## src/rtl/audio_sample_scheduler_if.sv

```systemverilog
// Receiver-side and output-side signals of the audio sample scheduler.
// The master drives enable/rx_*/clear_flags; the slave (scheduler) drives the rest.
interface audio_sample_scheduler_if #(
    parameter int FIFO_DEPTH = 8
);
    localparam int LVL_W = $clog2(FIFO_DEPTH) + 1;

    logic             enable;
    logic [15:0]      rx_data;
    logic             rx_valid;
    logic             clear_flags;
    logic             rx_active;
    logic [15:0]      sample_out;
    logic             sample_strobe;
    logic [LVL_W-1:0] fifo_level;
    logic             underrun;
    logic             overflow;
    logic [1:0]       state_out;

    modport master (
        output enable, rx_data, rx_valid, clear_flags,
        input  rx_active, sample_out, sample_strobe, fifo_level, underrun, overflow, state_out
    );

    modport slave (
        input  enable, rx_data, rx_valid, clear_flags,
        output rx_active, sample_out, sample_strobe, fifo_level, underrun, overflow, state_out
    );
endinterface

```

## src/rtl/audio_sample_scheduler.sv

```systemverilog
// Buffers receiver samples in a small FIFO and releases them at a fixed rate,
// handling prefill, underrun and overflow so the output stream is steady.
//
//   state   | meaning
//   IDLE    | receiver gated off, FIFO flushed, no output
//   PREFILL | receiver active, waiting for FILL_START samples
//   PLAY    | one sample popped every DIV cycles
module audio_sample_scheduler #(
    parameter int CLK_HZ     = 25_000_000,
    parameter int SAMPLE_HZ  = 48_000,
    parameter int FIFO_DEPTH = 8,
    parameter int FILL_START = 4
) (
    input  logic                       clock_max,
    input  logic                       reset,
    audio_sample_scheduler_if.slave    bus
);
    localparam int DIV   = CLK_HZ / SAMPLE_HZ;
    localparam int CNT_W = $clog2(DIV);
    localparam int PTR_W = $clog2(FIFO_DEPTH);
    localparam int LVL_W = PTR_W + 1;

    localparam logic [CNT_W-1:0] TICK_LAST = CNT_W'(DIV - 1);
    localparam logic [LVL_W-1:0] FULL_LVL  = LVL_W'(FIFO_DEPTH);
    localparam logic [LVL_W-1:0] FILL_LVL  = LVL_W'(FILL_START);

    typedef enum logic [1:0] {
        ST_IDLE    = 2'd0,
        ST_PREFILL = 2'd1,
        ST_PLAY    = 2'd2
    } state_t;

    state_t           r_state;
    state_t           w_state_nxt;
    logic             w_rx_active;
    logic [CNT_W-1:0] r_tick;
    logic [PTR_W-1:0] r_wr_ptr;
    logic [PTR_W-1:0] r_rd_ptr;
    logic [LVL_W-1:0] r_level;
    logic [15:0]      r_mem [FIFO_DEPTH];
    logic [15:0]      r_pop_data;
    logic             r_pop_pend;
    logic [15:0]      r_sample_out;
    logic             r_sample_strobe;
    logic             r_underrun;
    logic             r_overflow;

    logic w_tick, w_empty, w_full, w_pop, w_underrun_evt;
    logic w_accepting, w_push, w_overflow_evt, w_flush;

    // Dropping enable discards a tick landing in the same cycle.
    assign w_tick         = (r_state == ST_PLAY) && (r_tick == TICK_LAST) && bus.enable;
    assign w_empty        = (r_level == '0);
    assign w_full         = (r_level == FULL_LVL);
    assign w_pop          = w_tick && !w_empty;
    assign w_underrun_evt = w_tick && w_empty;
    assign w_accepting    = (r_state != ST_IDLE) && bus.enable;
    assign w_push         = w_accepting && bus.rx_valid && (!w_full || w_pop);
    assign w_overflow_evt = w_accepting && bus.rx_valid && w_full && !w_pop;
    assign w_flush        = (r_state == ST_IDLE) || !bus.enable;

    always_ff @(posedge clock_max or posedge reset) begin
        if (reset) r_state <= ST_IDLE;
        else       r_state <= w_state_nxt;
    end

    always_comb begin
        w_state_nxt = r_state;
        if (!bus.enable) begin
            w_state_nxt = ST_IDLE;
        end else begin
            case (r_state)
                ST_IDLE:    w_state_nxt = ST_PREFILL;
                ST_PREFILL: if (r_level >= FILL_LVL) w_state_nxt = ST_PLAY;
                ST_PLAY:    if (w_underrun_evt) w_state_nxt = ST_PREFILL;
                default:    w_state_nxt = ST_IDLE;
            endcase
        end
    end

    always_comb begin
        w_rx_active = 1'b0;
        case (r_state)
            ST_PREFILL, ST_PLAY: w_rx_active = 1'b1;
            default:             w_rx_active = 1'b0;
        endcase
    end

    always_ff @(posedge clock_max or posedge reset) begin
        if (reset)                             r_tick <= '0;
        else if (r_state == ST_PLAY && bus.enable)
            r_tick <= (r_tick == TICK_LAST) ? '0 : r_tick + CNT_W'(1);
        else                                   r_tick <= '0;
    end

    // Read-first storage: a write to the head slot during a pop returns the old value.
    always_ff @(posedge clock_max) begin
        if (w_push) r_mem[r_wr_ptr] <= bus.rx_data;
    end

    always_ff @(posedge clock_max or posedge reset) begin
        if (reset) begin
            r_wr_ptr   <= '0;
            r_rd_ptr   <= '0;
            r_level    <= '0;
            r_pop_data <= '0;
            r_pop_pend <= 1'b0;
        end else begin
            r_pop_pend <= w_pop;
            if (w_pop) r_pop_data <= r_mem[r_rd_ptr];
            if (w_flush) begin
                r_wr_ptr <= '0;
                r_rd_ptr <= '0;
                r_level  <= '0;
            end else begin
                if (w_push) r_wr_ptr <= r_wr_ptr + PTR_W'(1);
                if (w_pop)  r_rd_ptr <= r_rd_ptr + PTR_W'(1);
                case ({w_push, w_pop})
                    2'b10:   r_level <= r_level + LVL_W'(1);
                    2'b01:   r_level <= r_level - LVL_W'(1);
                    default: r_level <= r_level;
                endcase
            end
        end
    end

    always_ff @(posedge clock_max or posedge reset) begin
        if (reset) begin
            r_sample_out    <= '0;
            r_sample_strobe <= 1'b0;
        end else if (!bus.enable) begin
            r_sample_out    <= '0;
            r_sample_strobe <= 1'b0;
        end else begin
            r_sample_strobe <= r_pop_pend;
            if (r_pop_pend) r_sample_out <= r_pop_data;
        end
    end

    // A set event in the same cycle as clear_flags keeps the flag high.
    always_ff @(posedge clock_max or posedge reset) begin
        if (reset) begin
            r_underrun <= 1'b0;
            r_overflow <= 1'b0;
        end else begin
            if (w_underrun_evt)       r_underrun <= 1'b1;
            else if (bus.clear_flags) r_underrun <= 1'b0;
            if (w_overflow_evt)       r_overflow <= 1'b1;
            else if (bus.clear_flags) r_overflow <= 1'b0;
        end
    end

    assign bus.rx_active     = w_rx_active;
    assign bus.sample_out    = r_sample_out;
    assign bus.sample_strobe = r_sample_strobe;
    assign bus.fifo_level    = r_level;
    assign bus.underrun      = r_underrun;
    assign bus.overflow      = r_overflow;
    assign bus.state_out     = r_state;
endmodule

```

## src/flat_wrapper.sv

```systemverilog
// flat-port wrapper written by rule: the top's interface ports become plain ports
module audio_sample_scheduler_flat 
#(
    parameter int CLK_HZ     = 25_000_000,
    parameter int SAMPLE_HZ  = 48_000,
    parameter int FIFO_DEPTH = 8,
    parameter int FILL_START = 4
)
  (clock_max, reset, bus_enable, bus_rx_data, bus_rx_valid, bus_clear_flags, bus_rx_active, bus_sample_out, bus_sample_strobe, bus_fifo_level, bus_underrun, bus_overflow, bus_state_out);
  audio_sample_scheduler_if #(.FIFO_DEPTH(FIFO_DEPTH)) bus_i ();
  input  logic clock_max;
  input  logic reset;
  input wire logic [$bits(bus_i.enable)-1:0] bus_enable;
  input wire logic [$bits(bus_i.rx_data)-1:0] bus_rx_data;
  input wire logic [$bits(bus_i.rx_valid)-1:0] bus_rx_valid;
  input wire logic [$bits(bus_i.clear_flags)-1:0] bus_clear_flags;
  output wire logic [$bits(bus_i.rx_active)-1:0] bus_rx_active;
  output wire logic [$bits(bus_i.sample_out)-1:0] bus_sample_out;
  output wire logic [$bits(bus_i.sample_strobe)-1:0] bus_sample_strobe;
  output wire logic [$bits(bus_i.fifo_level)-1:0] bus_fifo_level;
  output wire logic [$bits(bus_i.underrun)-1:0] bus_underrun;
  output wire logic [$bits(bus_i.overflow)-1:0] bus_overflow;
  output wire logic [$bits(bus_i.state_out)-1:0] bus_state_out;
  assign bus_i.enable = bus_enable;
  assign bus_i.rx_data = bus_rx_data;
  assign bus_i.rx_valid = bus_rx_valid;
  assign bus_i.clear_flags = bus_clear_flags;
  assign bus_rx_active = bus_i.rx_active;
  assign bus_sample_out = bus_i.sample_out;
  assign bus_sample_strobe = bus_i.sample_strobe;
  assign bus_fifo_level = bus_i.fifo_level;
  assign bus_underrun = bus_i.underrun;
  assign bus_overflow = bus_i.overflow;
  assign bus_state_out = bus_i.state_out;
  audio_sample_scheduler #(.CLK_HZ(CLK_HZ), .SAMPLE_HZ(SAMPLE_HZ), .FIFO_DEPTH(FIFO_DEPTH), .FILL_START(FILL_START)) u_core (.clock_max(clock_max), .reset(reset), .bus(bus_i));
endmodule
```

## config.mk

```make
export PLATFORM = sky130hd
export DESIGN_NAME = audio_sample_scheduler_flat
export DESIGN_NICKNAME = d
export VERILOG_FILES = /design/src/rtl/audio_sample_scheduler_if.sv /design/src/rtl/audio_sample_scheduler.sv /design/src/flat_wrapper.sv
export SDC_FILE = /design/constraint.sdc
export NUM_CORES = 1
export LEC_CHECK = 0
export CAP_MARGIN = 20
export CORE_MARGIN = 4
export CORE_UTILIZATION = 55
export CTS_CLUSTER_DIAMETER = 80
export DETAILED_ROUTE_END_ITERATION = 6
export HOLD_SLACK_MARGIN = 0.08
export PLACE_DENSITY_LB_ADDON = 0.2
export SETUP_SLACK_MARGIN = 0.1
export SYNTH_ARGS = -nofsm -noshare
export SYNTH_HDL_FRONTEND = slang
export SYNTH_SLANG_ARGS = --single-unit
export TNS_END_PERCENT = 20
```

## constraint.sdc

```tcl
create_clock -name clock_max -period 7.9 [get_ports clock_max]
set_input_delay 1.58 -clock clock_max [delete_from_list [all_inputs] [get_ports clock_max]]
set_output_delay 1.58 -clock clock_max [all_outputs]
set_load 0.02 [all_outputs]
```

Word-level counts from Yosys, hierarchy flattened
Memories as Yosys holds them, arrays and structs flattened. A register that Yosys moved wholly into a read port is not among the register bits.
Cells that the tools add are included.
{ "word_totals": {"ff_bits": 42, "ramBits": 128, "out_inout_bits": 26, "wordCells": 73, "mem_count": 1} }
{ "classes": {"add_sub_neg": 5, "order_cmp": 1, "n_eq_ne": 9, "n_mux": 21, "reduce_logical": 26} }
{ "memory_table": {"columns": ["name", "depth", "word_bits", "read_ports", "rd_ports_with_merged_regs", "wr", "line_no", "text"], "rows": [
  ["u_core.r_mem", 8, 16, 1, 1, 1, "audio_sample_scheduler.sv:40", "logic [15:0] r_mem [FIFO_DEPTH];"]
]} }
{ "op_table": {"columns": ["cell", "n"], "rows": [
  ["two-way mux 16 bit", 2],
  ["two-way mux 10 bit", 2],
  ["two-way mux 3 bit", 4],
  ["adder 10 x 1 -> 10 bit, second input constant", 1],
  ["equality test 10 bit, second input constant", 1],
  ["logical AND 1 bit", 10],
  ["nonzero test 2 bit", 5],
  ["one-hot mux 4 bit (2 select lines)", 1],
  ["two-way mux 1 bit", 7],
  ["adder 3 x 1 -> 3 bit, second input constant", 2],
  ["two-way mux 2 bit", 3],
  ["!= test 3 x 2 -> 1 bit, second input constant", 2],
  ["one-hot mux 2 bit (3 select lines)", 1],
  ["adder 4 x 1 -> 4 bit, second input constant", 1],
  ["equality test 2 x 1 -> 1 bit, second input constant", 2],
  ["equality test 2 bit, second input constant", 2],
  ["equality test 4 bit, second input constant", 1],
  [">= comparator 4 x 3 -> 1 bit, second input constant", 1],
  ["logical NOT 1 bit", 4],
  ["logical NOT 4 bit", 1],
  ["two-way mux 4 bit", 1],
  ["subtractor 4 x 1 -> 4 bit, second input constant", 1],
  ["nonzero test 3 bit", 1],
  ["logical NOT 2 bit", 1],
  ["4 further kinds", 5]
]} }

Depth between registers and ports, before layout
Gate-level depths: netlist (run 1).
{ "depth": {"depth_word": 9, "mapped_depth": 14, "ltp_nobuf": 13} }

Worst setup path after synthesis (run 1)
Ideal clock, no wire load.
{ "synth_timing": {"path_type": "input to register", "startpoint": "input port bus_enable", "endpoint": "memory u_core.r_mem[0][0], enable pin", "setup_time_ns": 0.430, "t_arrival_ns": 4.183, "t_required_ns": 7.470, "slack_ns": 3.286, "cell_stages": 5, "n_path_buf": 1, "path_cell_list": "clkbuf_1 > nand2_1 > nor4_4 > o21ai_0 > nor4_1"} }
{ "synth_between": {"elab_chain_cells": 6, "word_cells_on_any_way": 8} }
{ "synth_lines": {"columns": ["element", "line_no", "text"], "rows": [
  ["from (decl)", "flat_wrapper.sv:13", "input wire logic [$bits(bus_i.enable)-1:0] bus_enable;"],
  ["logical AND 1 bit", "audio_sample_scheduler.sv:52", "assign w_tick = (r_state == ST_PLAY) && (r_tick == TICK_LAST) && bus.enable;"],
  ["logical AND 1 bit", "audio_sample_scheduler.sv:55", "assign w_pop = w_tick && !w_empty;"],
  ["logical OR 1 bit", "audio_sample_scheduler.sv:58", "assign w_push = w_accepting && bus.rx_valid && (!w_full || w_pop);"],
  ["logical AND 1 bit (*)", "audio_sample_scheduler.sv:58", null],
  ["two-way mux 1 bit (*)", "audio_sample_scheduler.sv:98", "if (w_push) r_mem[r_wr_ptr] <= bus.rx_data;"],
  ["two-way mux 1 bit (not written as such) (*)", "audio_sample_scheduler.sv:98", null],
  ["to (decl)", "audio_sample_scheduler.sv:40", null]
]} }
Every way passes the cells marked *; elsewhere a longest branch is shown, timed or not.

Final worst setup path (run 1)
{ "layout_timing": {"startpoint": "input port bus_enable", "endpoint": "register u_core.r_level[3] (netlist: u_core.bus.fifo_level[3])"} }
{ "layout_between": {"elab_chain_cells": 7, "word_cells_on_any_way": 13} }
{ "layout_lines": {"columns": ["element", "line_no", "text"], "rows": [
  ["logical AND 1 bit (*)", "audio_sample_scheduler.sv:52", null],
  ["logical AND 1 bit (*)", "audio_sample_scheduler.sv:55", null],
  ["net u_core.w_pop", "audio_sample_scheduler.sv:48", "logic w_tick, w_empty, w_full, w_pop, w_underrun_evt;"],
  ["logical OR 1 bit", "audio_sample_scheduler.sv:58", null],
  ["logical AND 1 bit", "audio_sample_scheduler.sv:58", null],
  ["equality test 2 x 1 -> 1 bit or equality test 2 bit (tied branches)", "audio_sample_scheduler.sv:118", "case ({w_push, w_pop})"],
  ["one-hot mux 4 bit (2 select lines)", "audio_sample_scheduler.sv:118", null],
  ["two-way mux 4 bit", "audio_sample_scheduler.sv:111", "if (w_flush) begin"],
  ["to (signal assigned)", "audio_sample_scheduler.sv:119", "2'b10: r_level <= r_level + LVL_W'(1);"],
  ["to (signal assigned)", "audio_sample_scheduler.sv:120", "2'b01: r_level <= r_level - LVL_W'(1);"],
  ["to (signal assigned)", "audio_sample_scheduler.sv:121", "default: r_level <= r_level;"],
  ["to (decl)", "audio_sample_scheduler.sv:39", "logic [LVL_W-1:0] r_level;"]
]} }
The timed path passes the listed nets; every way through them passes the cells marked *.
A chain may end at the register's enable or synchronous reset.

==> flow_summary.ini, run 1 <==
[min_path]
hold_path_depth = 1
hp-start = u_core.r_tick[0]$_DFF_PP0_
hold_path_end = u_core.r_tick[0]$_DFF_PP0_
hold_class = register to register

[synth]
synth_cells = 446
ys_ff_latch = 186
async_flop_share_pct = 31.18
synth-seq-area-share_pct = 70.47
avgSynthCellArea_um2 = 16.85
yosysTopAreaCellShare_pct = 51.16
ys_top_cells_by_area = edfxtp_1 (51%), dfrtp_1 (19%), mux4_2 (9.6%)
syn_nets = 476
yosysTopAreaCell = edfxtp_1
syn-cell-area_um2 = 7513
yosysWarnings = 0
synth.distinct_cells = 45
synthTopCellsByCount = edfxtp_1 (128), dfrtp_1 (58), mux2i_1 (33), mux4_2 (32), nand2_1 (26)
ys.flop_type = edfxtp_1
yosysMostFrequentCell = edfxtp_1
synth_edf_count = 128

[grt]
grt_first_pass_wirelength_mm = 21.75
grt_pass1_vias = 3880
grt_use_total_pct = 18.38
grt_max_degree = 59
antenna_found_initial = 0
grt_overflow = 0

[timing]
fmax_ghz = 0.2203
fin_skew_ps = 10.67
fin_crit_sh_pct = 57.46
maxSlewViolCount = 0
setup_viol = 0
hold_slack_ps = 484.9
slew_headroom_pct = 35.12
tns_ps = 0
hold_viol_final = 0
tightest_slew_ps = 973.3
finalCriticalPeriod_ps = 4539
rsz0062_at_grt = false

[worst_setup_path]
endpoint_kind = register
crit_type = input pin to register
reg2reg_to = u_core.bus.fifo_level[3]$_DFFE_PP0P_
critPathArrivalTime_ps = 4850
ff2ff_setup_slack_ps = 4560
rr_worst_depth = 12
crit_fanout = 37
cp.required_ps = 8210
crit_start = bus_enable
critPathLaunchType = input pin
reg2reg_from = u_core.r_tick[5]$_DFF_PP0_

[clock_tree]
postCtsResizedCells = 0
clock_latency_ps = 430
cts-root-buf = clkbuf_16
clkSinkCount = 186
cts_buffers = 17
cts_buffer_depth = 2
cts_tree = done
holdBufCountCts = 0
clk_pin_slew_ps = 60
cts_setup_buffers = 0
cts_max_level = 4

[drt]
avgRoutedWirePerCell_um = 19.33
first_pass_iters = 4
drt_iter0_markers = 509
drc = 0
ant_nets = 0
vias = 3877
avgViaCountPerCell = 5.611
drt_wl_total_mm = 13.35

[cells_and_area]
syn_to_final_growth_pct = 17.44
num_antenna_cells = 0
nFillCells = 879
fin_nets = 532
multiInputGateArea_um2 = 2101
drive_gt1_share_pct = 17.09
regArea_um2 = 5296

[outcome]
run_status = complete, no violations

[floorplanning]
start_util_pct = 56.51
core_um2 = 13300
die_h_um = 124.9
die_x_um = 124.9
io_pins = 47
placementRows = 42
dieArea_um2 = 15600

[place]
port_buffers = 46
place_congestion = 0.7987
hpwl_mm = 8.584

[power_and_ir_drop]
power_density_nw_per_um2 = 236.2
leakage_nw = 3.030
vdd_drop_max_mv = 0.1978

[job]
maxCapViolCount = 0
## cell type report
class / instances / area share [%]
sequential: 186 / 60.03
clock buffer: 19 / 4.906
inverter: 11 / 0.6098
timing repair buffer: 59 / 6.296
tap: 176 / 2.496
clock inverter: 13 / 1.858
multi-input combinational: 227 / 23.81
## power breakdown
part / switching (W) / total [W] / internal [W]
clock network: 0.000361 / 0.000863 / 0.000501
registers: 0.0000132 / 0.00108 / 0.00106
logic: 0.0000848 / 0.000144 / 0.0000591
## state kept, by name, summed over array words and instances (netlist names)
name and flops:
u_core.r_wr_ptr 3, u_core.bus.sample_out 16, u_core.bus.underrun 1, u_core.bus.fifo_level 4, u_core.r_mem 128, u_core.r_pop_pend 1, u_core.r_tick 10, u_core.bus.overflow 1
u_core.bus.state_out 2, u_core.r_rd_ptr 3, u_core.bus.sample_strobe 1, u_core.r_pop_data 16
## worst max-delay path, cell delays in order
cell             delay, ps
clkdlybuf4s50_1       1010
nand4b_1               160
or4_1                  420
buf_4                  260
clkinv_8               100
nand2_4                 70
inv_1                  120
ha_1                   290
o21a_1                 130
nor2_1                 120
nor3_2                  60
a211oi_2               160
mux2_1                 340
## cell families after synthesis
kind of cell | Yosys count | share of synthesized area (%)
adders and majority gates | 9 | 1.499
and+or+nand+nor | 98 | 6.961
AOI/OAI and AO/OA | 41 | 3.497
buffers and inverters | 33 | 1.915
muxes | 66 | 14.14
xor gates and xnor gates | 13 | 1.515
DFF | 186 | 70.47
## layer usage
layer	vias up	track usage (%)	wire length [um]	part of all wire (%)
met3	14	4.588	795	6.0
met5	-	0	0	0
met1	1958	28.58	6426	48
met2	100	25.73	5988	45
met4	0	5.995	143	1.1
li1	1805	-	-	-
## worst max-delay path by stage
stage               slack (ps)                                    to
finish                    3360  u_core.bus.fifo_level[3]$_DFFE_PP0P_
global route              3120  u_core.bus.fifo_level[3]$_DFFE_PP0P_
CTS                       3360  u_core.bus.fifo_level[3]$_DFFE_PP0P_
detailed placement        2910  u_core.bus.fifo_level[3]$_DFFE_PP0P_
global placement          3020  u_core.bus.fifo_level[3]$_DFFE_PP0P_
floorplan                 3290          u_core.r_mem[0][0]$_DFFE_PP_
## per-stage QoR
step                worst slack [ps]  total power [W]  std cells  utilization (%)  cell area (um^2)
finish                          3361         0.002084        691            66.37              8823
global route                    3120         0.002158        691            66.37              8823
CTS                             3357         0.002098        690            66.33              8818
detailed placement              2907         0.001242        658            61.84              8222
global placement                3024         0.001237        658            61.84              8222
floorplan                       3286         0.001178        446                -              7513
## layout by cell type (no fill, tap or decap), types with 12 or more instances in the layout
master,Yosys,layout
edfxtp_1,128,128
dfrtp_1,58,57
clkdlybuf4s50_1,0,46
mux2i_1,33,33
mux4_2,32,32
nand2_1,26,26
nor2_1,22,22
o21ai_0,21,21
clkbuf_16,0,17
nor2b_1,16,16
buf_4,0,12
Power figures use the tool's default switching activity.
==> inputs of run 2 (changes only) <==
==> constraint.sdc (replaced) <==
create_clock -name clock_max -period 4.3 [get_ports clock_max]
set_input_delay 0.86 -clock clock_max [delete_from_list [all_inputs] [get_ports clock_max]]
set_output_delay 0.86 -clock clock_max [all_outputs]
set_load 0.02 [all_outputs]
==> run 2 against run 1 <==
  * First-iteration DRC count fell by 22%
  * Register-to-register slack got worse by 3500 ps
  * Final cell count is 0.43% lower
  * Via count down 1.1%
  * Sequential share of layout area hardly changed
  * Clock-buffer cell count stayed put
  * Critical path type unchanged
  * Largest cell class unchanged
  * Largest power group unchanged
==> flow_summary.ini, run 2 (same netlist as run 1, synthesis figures left out) <==
[floorplanning]
io_pins = 47
die_x_um = 124.9
core_um2 = 13300
dieArea_um2 = 15600
placementRows = 42
start_util_pct = 56.51
die_h_um = 124.9

[min_path]
hold_class = register to register
hp-start = u_core.r_pop_data[9]$_DFFE_PP0P_
hold_path_depth = 2
hold_path_end = u_core.r_pop_data[9]$_DFFE_PP0P_

[timing]
finalCriticalPeriod_ps = 3271
fin_crit_sh_pct = 76.06
tightest_slew_ps = 1049
hold_viol_final = 0
setup_viol = 0
tns_ps = 0
fmax_ghz = 0.3057
rsz0062_at_grt = false
slew_headroom_pct = 30.06
fin_skew_ps = 6.452
maxSlewViolCount = 0

[grt]
grt_overflow = 0
grt_first_pass_wirelength_mm = 21.87
grt_max_degree = 45
grt_use_total_pct = 18.43
antenna_found_initial = 0
grt_pass1_vias = 3963

[worst_setup_path]
reg2reg_from = u_core.r_tick[5]$_DFF_PP0_
crit_chain = clkdlybuf4s50_1 -> buf_4 -> nand2b_1 -> nor2_1 -> o21ai_0 -> nor3_2 -> buf_4
ff2ff_setup_slack_ps = 1090
crit_type = input pin to register
crit_fanout = 25
path_common_cell = buf_4
critPathArrivalTime_ps = 3370
slowest_stage = clkdlybuf4s50_1
rr_worst_depth = 10
cpPeakStageDelay_ps = 500
critPathLaunchType = input pin
cp.required_ps = 4400
endpoint_kind = register
reg2reg_to = u_core.bus.fifo_level[3]$_DFFE_PP0P_

[clock_tree]
clkSinkCount = 186
postCtsResizedCells = 0
cts_setup_buffers = 0
cts_max_level = 4
cts-root-buf = clkbuf_16
cts_buffers = 17
cts_buffer_depth = 2
clock_latency_ps = 420
cts_tree = done
holdBufCountCts = 0
clk_pin_slew_ps = 60

[drt]
first_pass_iters = 5
drt_iter0_markers = 398
drc = 0
avgRoutedWirePerCell_um = 19.18
avgViaCountPerCell = 5.574
vias = 3835
ant_nets = 0
drt_wl_total_mm = 13.20

[cells_and_area]
drive_gt1_share_pct = 16.99
syn_to_final_growth_pct = 17.39
fin_util_pct = 66.34
fin_nets = 533
layout_common_cells = edfxtp_1 (128), dfrtp_1 (56), clkdlybuf4s50_1 (46)
nFillCells = 906
final_common_cell = edfxtp_1
largest_reg_flops = 128
num_antenna_cells = 0
top_register = u_core.r_mem

[job]
maxCapViolCount = 0

[place]
port_buffers = 46
hpwl_mm = 8.473
place_congestion = 0.7721

[power_and_ir_drop]
power_density_nw_per_um2 = 429.2
vdd_drop_max_mv = 0.3370
leakage_nw = 3.031

[outcome]
run_status = complete, no violations
-- run 2: cell types whose count changed in the layout (fill, tap and decap cells not counted), sizes merged --
cell	change
bufinv	+1
clkbuf	+1
clkinv	+1
clkinvlp	-1
inv	-5
-- run 2: metal layers --
metal | up-vias | GRT usage (%) | share of wire (%)
met4 | 0 | 5.485 | 1.1
met5 | - | 0 | 0
met1 | 1905 | 26.32 | 44
li1 | 1809 | - | -
met3 | 14 | 5.060 | 6.6
met2 | 107 | 28.21 | 48
-- run 2: how the worst max path moves through the flow --
stage / endpoint / slack [ps] / depth (start not counted) / startpoint
after floorplan: u_core.r_mem[0][0]$_DFFE_PP_ / 410 / 5 / bus_enable
after global placement: u_core.r_mem[4][11]$_DFFE_PP_ / 760 / 7 / bus_enable
after detailed placement: u_core.r_mem[6][0]$_DFFE_PP_ / 660 / 7 / bus_enable
after CTS: u_core.r_mem[0][6]$_DFFE_PP_ / 1040 / 7 / bus_enable
after global routing: u_core.r_mem[2][6]$_DFFE_PP_ / 790 / 7 / bus_enable
final: u_core.r_mem[2][11]$_DFFE_PP_ / 1030 / 7 / bus_enable
-- run 2: metrics by stage --
stage               cells  total power [W]  setup WS, ps  cell area (um^2)  hold WS [ps]
finish                688         0.003786          1029              8820         482.8
global route          688         0.003943         789.3              8820         497.7
CTS                   687         0.003813          1045              8815         486.0
detailed placement    659         0.002277         658.5              8230         469.9
global placement      659         0.002268         755.3              8230         464.7
floorplan             446         0.002164         406.4              7513         447.9
-- run 2: cell type report --
| cell class | instances | area [um^2] | share of cell area (%) |
|---|---|---|---|
| clock buffer | 19 | 432.9 | 4.908 |
| tap | 176 | 220.2 | 2.497 |
| inverter | 11 | 53.80 | 0.6100 |
| sequential | 186 | 5298 | 60.07 |
| multi-input combinational | 227 | 2101 | 23.82 |
| timing repair buffer | 60 | 563.0 | 6.384 |
| clock inverter | 9 | 151.4 | 1.717 |
-- run 2: power by group --
group          switching, W  internal [W]
Sequential        0.0000245       0.00196
Clock              0.000588      0.000956
Combinational      0.000152      0.000109
-- run 2: worst max-delay path: cells and delay by family --
family                 cells  cell delay, ps
buffers and inverters      3            1060
and+or+nand+nor            3             990
AOI/OAI and AO/OA          1             440
==> inputs of run 3 (changes only) <==
==> constraint.sdc (replaced) <==
create_clock -name clock_max -period 3.4 [get_ports clock_max]
set_input_delay 0.68 -clock clock_max [delete_from_list [all_inputs] [get_ports clock_max]]
set_output_delay 0.68 -clock clock_max [all_outputs]
set_load 0.02 [all_outputs]
==> run 3 against run 2 <==
  * Final cell count rose by 1.6%
  * Combinational power up 34%
  * Flip-flop and latch count unchanged
  * Worst hold slack improved by 4.4 ps
==> flow_summary.ini, run 3 (same netlist as run 1, synthesis figures left out) <==
[outcome]
run_status = complete, no violations

[timing]
fmax_ghz = 0.3188
finalCriticalPeriod_ps = 3137
tns_ps = 0
rsz0062_at_grt = false
slew_headroom_pct = 26.58
fin_crit_sh_pct = 92.25
setup_viol = 0
hold_viol_final = 0
tightest_slew_ps = 1084
fin_skew_ps = 8.942
maxSlewViolCount = 0

[worst_setup_path]
crit_buf_inv = 2
crit_chain = or4_4 -> or4_4 -> clkinv_8 -> nand2_4 -> inv_1 -> ha_1 -> a31o_2 -> a21oi_1 -> a211oi_2 -> mux2_1
endpoint_kind = register
cpPeakStageDelay_ps = 610
cp_top_family = simple AND/OR/NAND/NOR gates
crit_type = register to register
path_common_cell = or4_4
cp.required_ps = 3710
critPathArrivalTime_ps = 3440
crit_fanout = 8
slowest_stage = or4_4
critPathLaunchType = register

[grt]
grt_max_degree = 45
grt_pass1_vias = 4022
grt_use_total_pct = 19.24
antenna_found_initial = 0
grt_overflow = 0
grt_first_pass_wirelength_mm = 22.71

[floorplanning]
start_util_pct = 56.51
placementRows = 42
dieArea_um2 = 15600
io_pins = 47
core_um2 = 13300
die_h_um = 124.9
die_x_um = 124.9

[cells_and_area]
num_antenna_cells = 0
multiInputGateArea_um2 = 2113
top_register = u_core.r_mem
layout_common_cells = edfxtp_1 (128), dfrtp_1 (56), clkdlybuf4s50_1 (46)
final_common_cell = edfxtp_1
drive_gt1_share_pct = 18.74
syn_to_final_growth_pct = 19.05
fin_nets = 540
nFillCells = 915
regArea_um2 = 5298
final_area_um2 = 8945
largest_reg_flops = 128

[job]
maxCapViolCount = 0

[clock_tree]
clock_latency_ps = 420
cts_buffers = 17
cts-root-buf = clkbuf_16
cts_buffer_depth = 2
clkSinkCount = 186
holdBufCountCts = 0
cts_tree = done
clk_pin_slew_ps = 60
cts_max_level = 4

[drt]
ant_nets = 0
first_pass_iters = 4
avgRoutedWirePerCell_um = 19.83
vias = 3955
drt_iter0_markers = 320
avgViaCountPerCell = 5.658
drt_wl_total_mm = 13.86
drc = 0

[min_path]
hold_class = register to register

[place]
place_congestion = 0.8018
placed_area_um2 = 8317
port_buffers = 46
hpwl_mm = 9.037

[power_and_ir_drop]
power_density_nw_per_um2 = 541.5
leakage_nw = 3.085
vdd_drop_max_mv = 0.4592
power_w = 0.004843
## run 3: cell types whose count changed in the layout (fill, tap and decap cells not counted), moves of 2 or more
cell,change
buf_4,+5
clkinvlp_4,+2
inv_6,+3
buf_12,+2
## run 3: worst register-to-register path, stage by stage, from the launching register on
cell	delay (ps)
dfrtp_1	410
or4_4	590
or4_4	610
clkinv_8	90
nand2_4	70
inv_1	120
ha_1	290
a31o_2	260
a21oi_1	180
a211oi_2	70
mux2_1	320
## run 3: worst paths after layout
kind	startpoint	to	slack, ps	cells after the start
max in group asynchronous	reset	u_core.r_tick[3]$_DFF_PP0_	1970	3
worst min register to register	u_core.r_pop_data[13]$_DFFE_PP0P_	u_core.r_pop_data[13]$_DFFE_PP0P_	490	2
worst max-delay path	u_core.r_tick[5]$_DFF_PP0_	u_core.bus.fifo_level[3]$_DFFE_PP0P_	260	10
worst max register to register	u_core.r_tick[5]$_DFF_PP0_	u_core.bus.fifo_level[3]$_DFFE_PP0P_	260	10
worst min-delay path	u_core.r_pop_data[13]$_DFFE_PP0P_	u_core.r_pop_data[13]$_DFFE_PP0P_	490	2
min in group asynchronous	reset	u_core.bus.sample_out[2]$_DFFE_PP0P_	760	2
## run 3: stage by stage
step	worst slack [ps]	cells	hold slack [ps]	util (%)
3_5_place_dp	12.87	666	478.6	62.55
5_1_grt	189.8	699	509.2	67.28
6_report	263.4	699	487.2	67.28
3_3_place_gp	102.0	666	464.0	62.55
4_1_cts	168.3	698	493.5	67.04
2_1_floorplan	78.52	446	447.9	-
## run 3: report_power, final
part	total (W)	switching, W	leakage (nW)	internal, W
sequential	0.00251	0.0000317	1.96	0.00247
clock	0.00199	0.000822	0.285	0.00117
combinational	0.000350	0.000201	0.843	0.000149
## run 3: metal layers
layer / GRT usage, % / wire length [um] / vias up
met5: 0 / 0 / -
met4: 6.888 / 209 / 0
met3: 4.331 / 635 / 15
met2: 29.52 / 6678 / 100
met1: 27.52 / 6336 / 2017
li1: - / - / 1823
## run 3: area by class of cell
type                            count  area share, %
Sequential cell                   186          59.23
Timing Repair Buffer               67          7.414
Multi-Input combinational cell    227          23.63
Clock buffer                       20          4.882
Clock inverter                     12          1.790
Tap cell                          176          2.462
Inverter                           11         0.6015
## run 3: what timing repair did
item / in CTS / in global routing
buffers inserted: 0 / 0
endpoints found under the setup margin: 0 / 1
gates resized for setup: 0 / 1
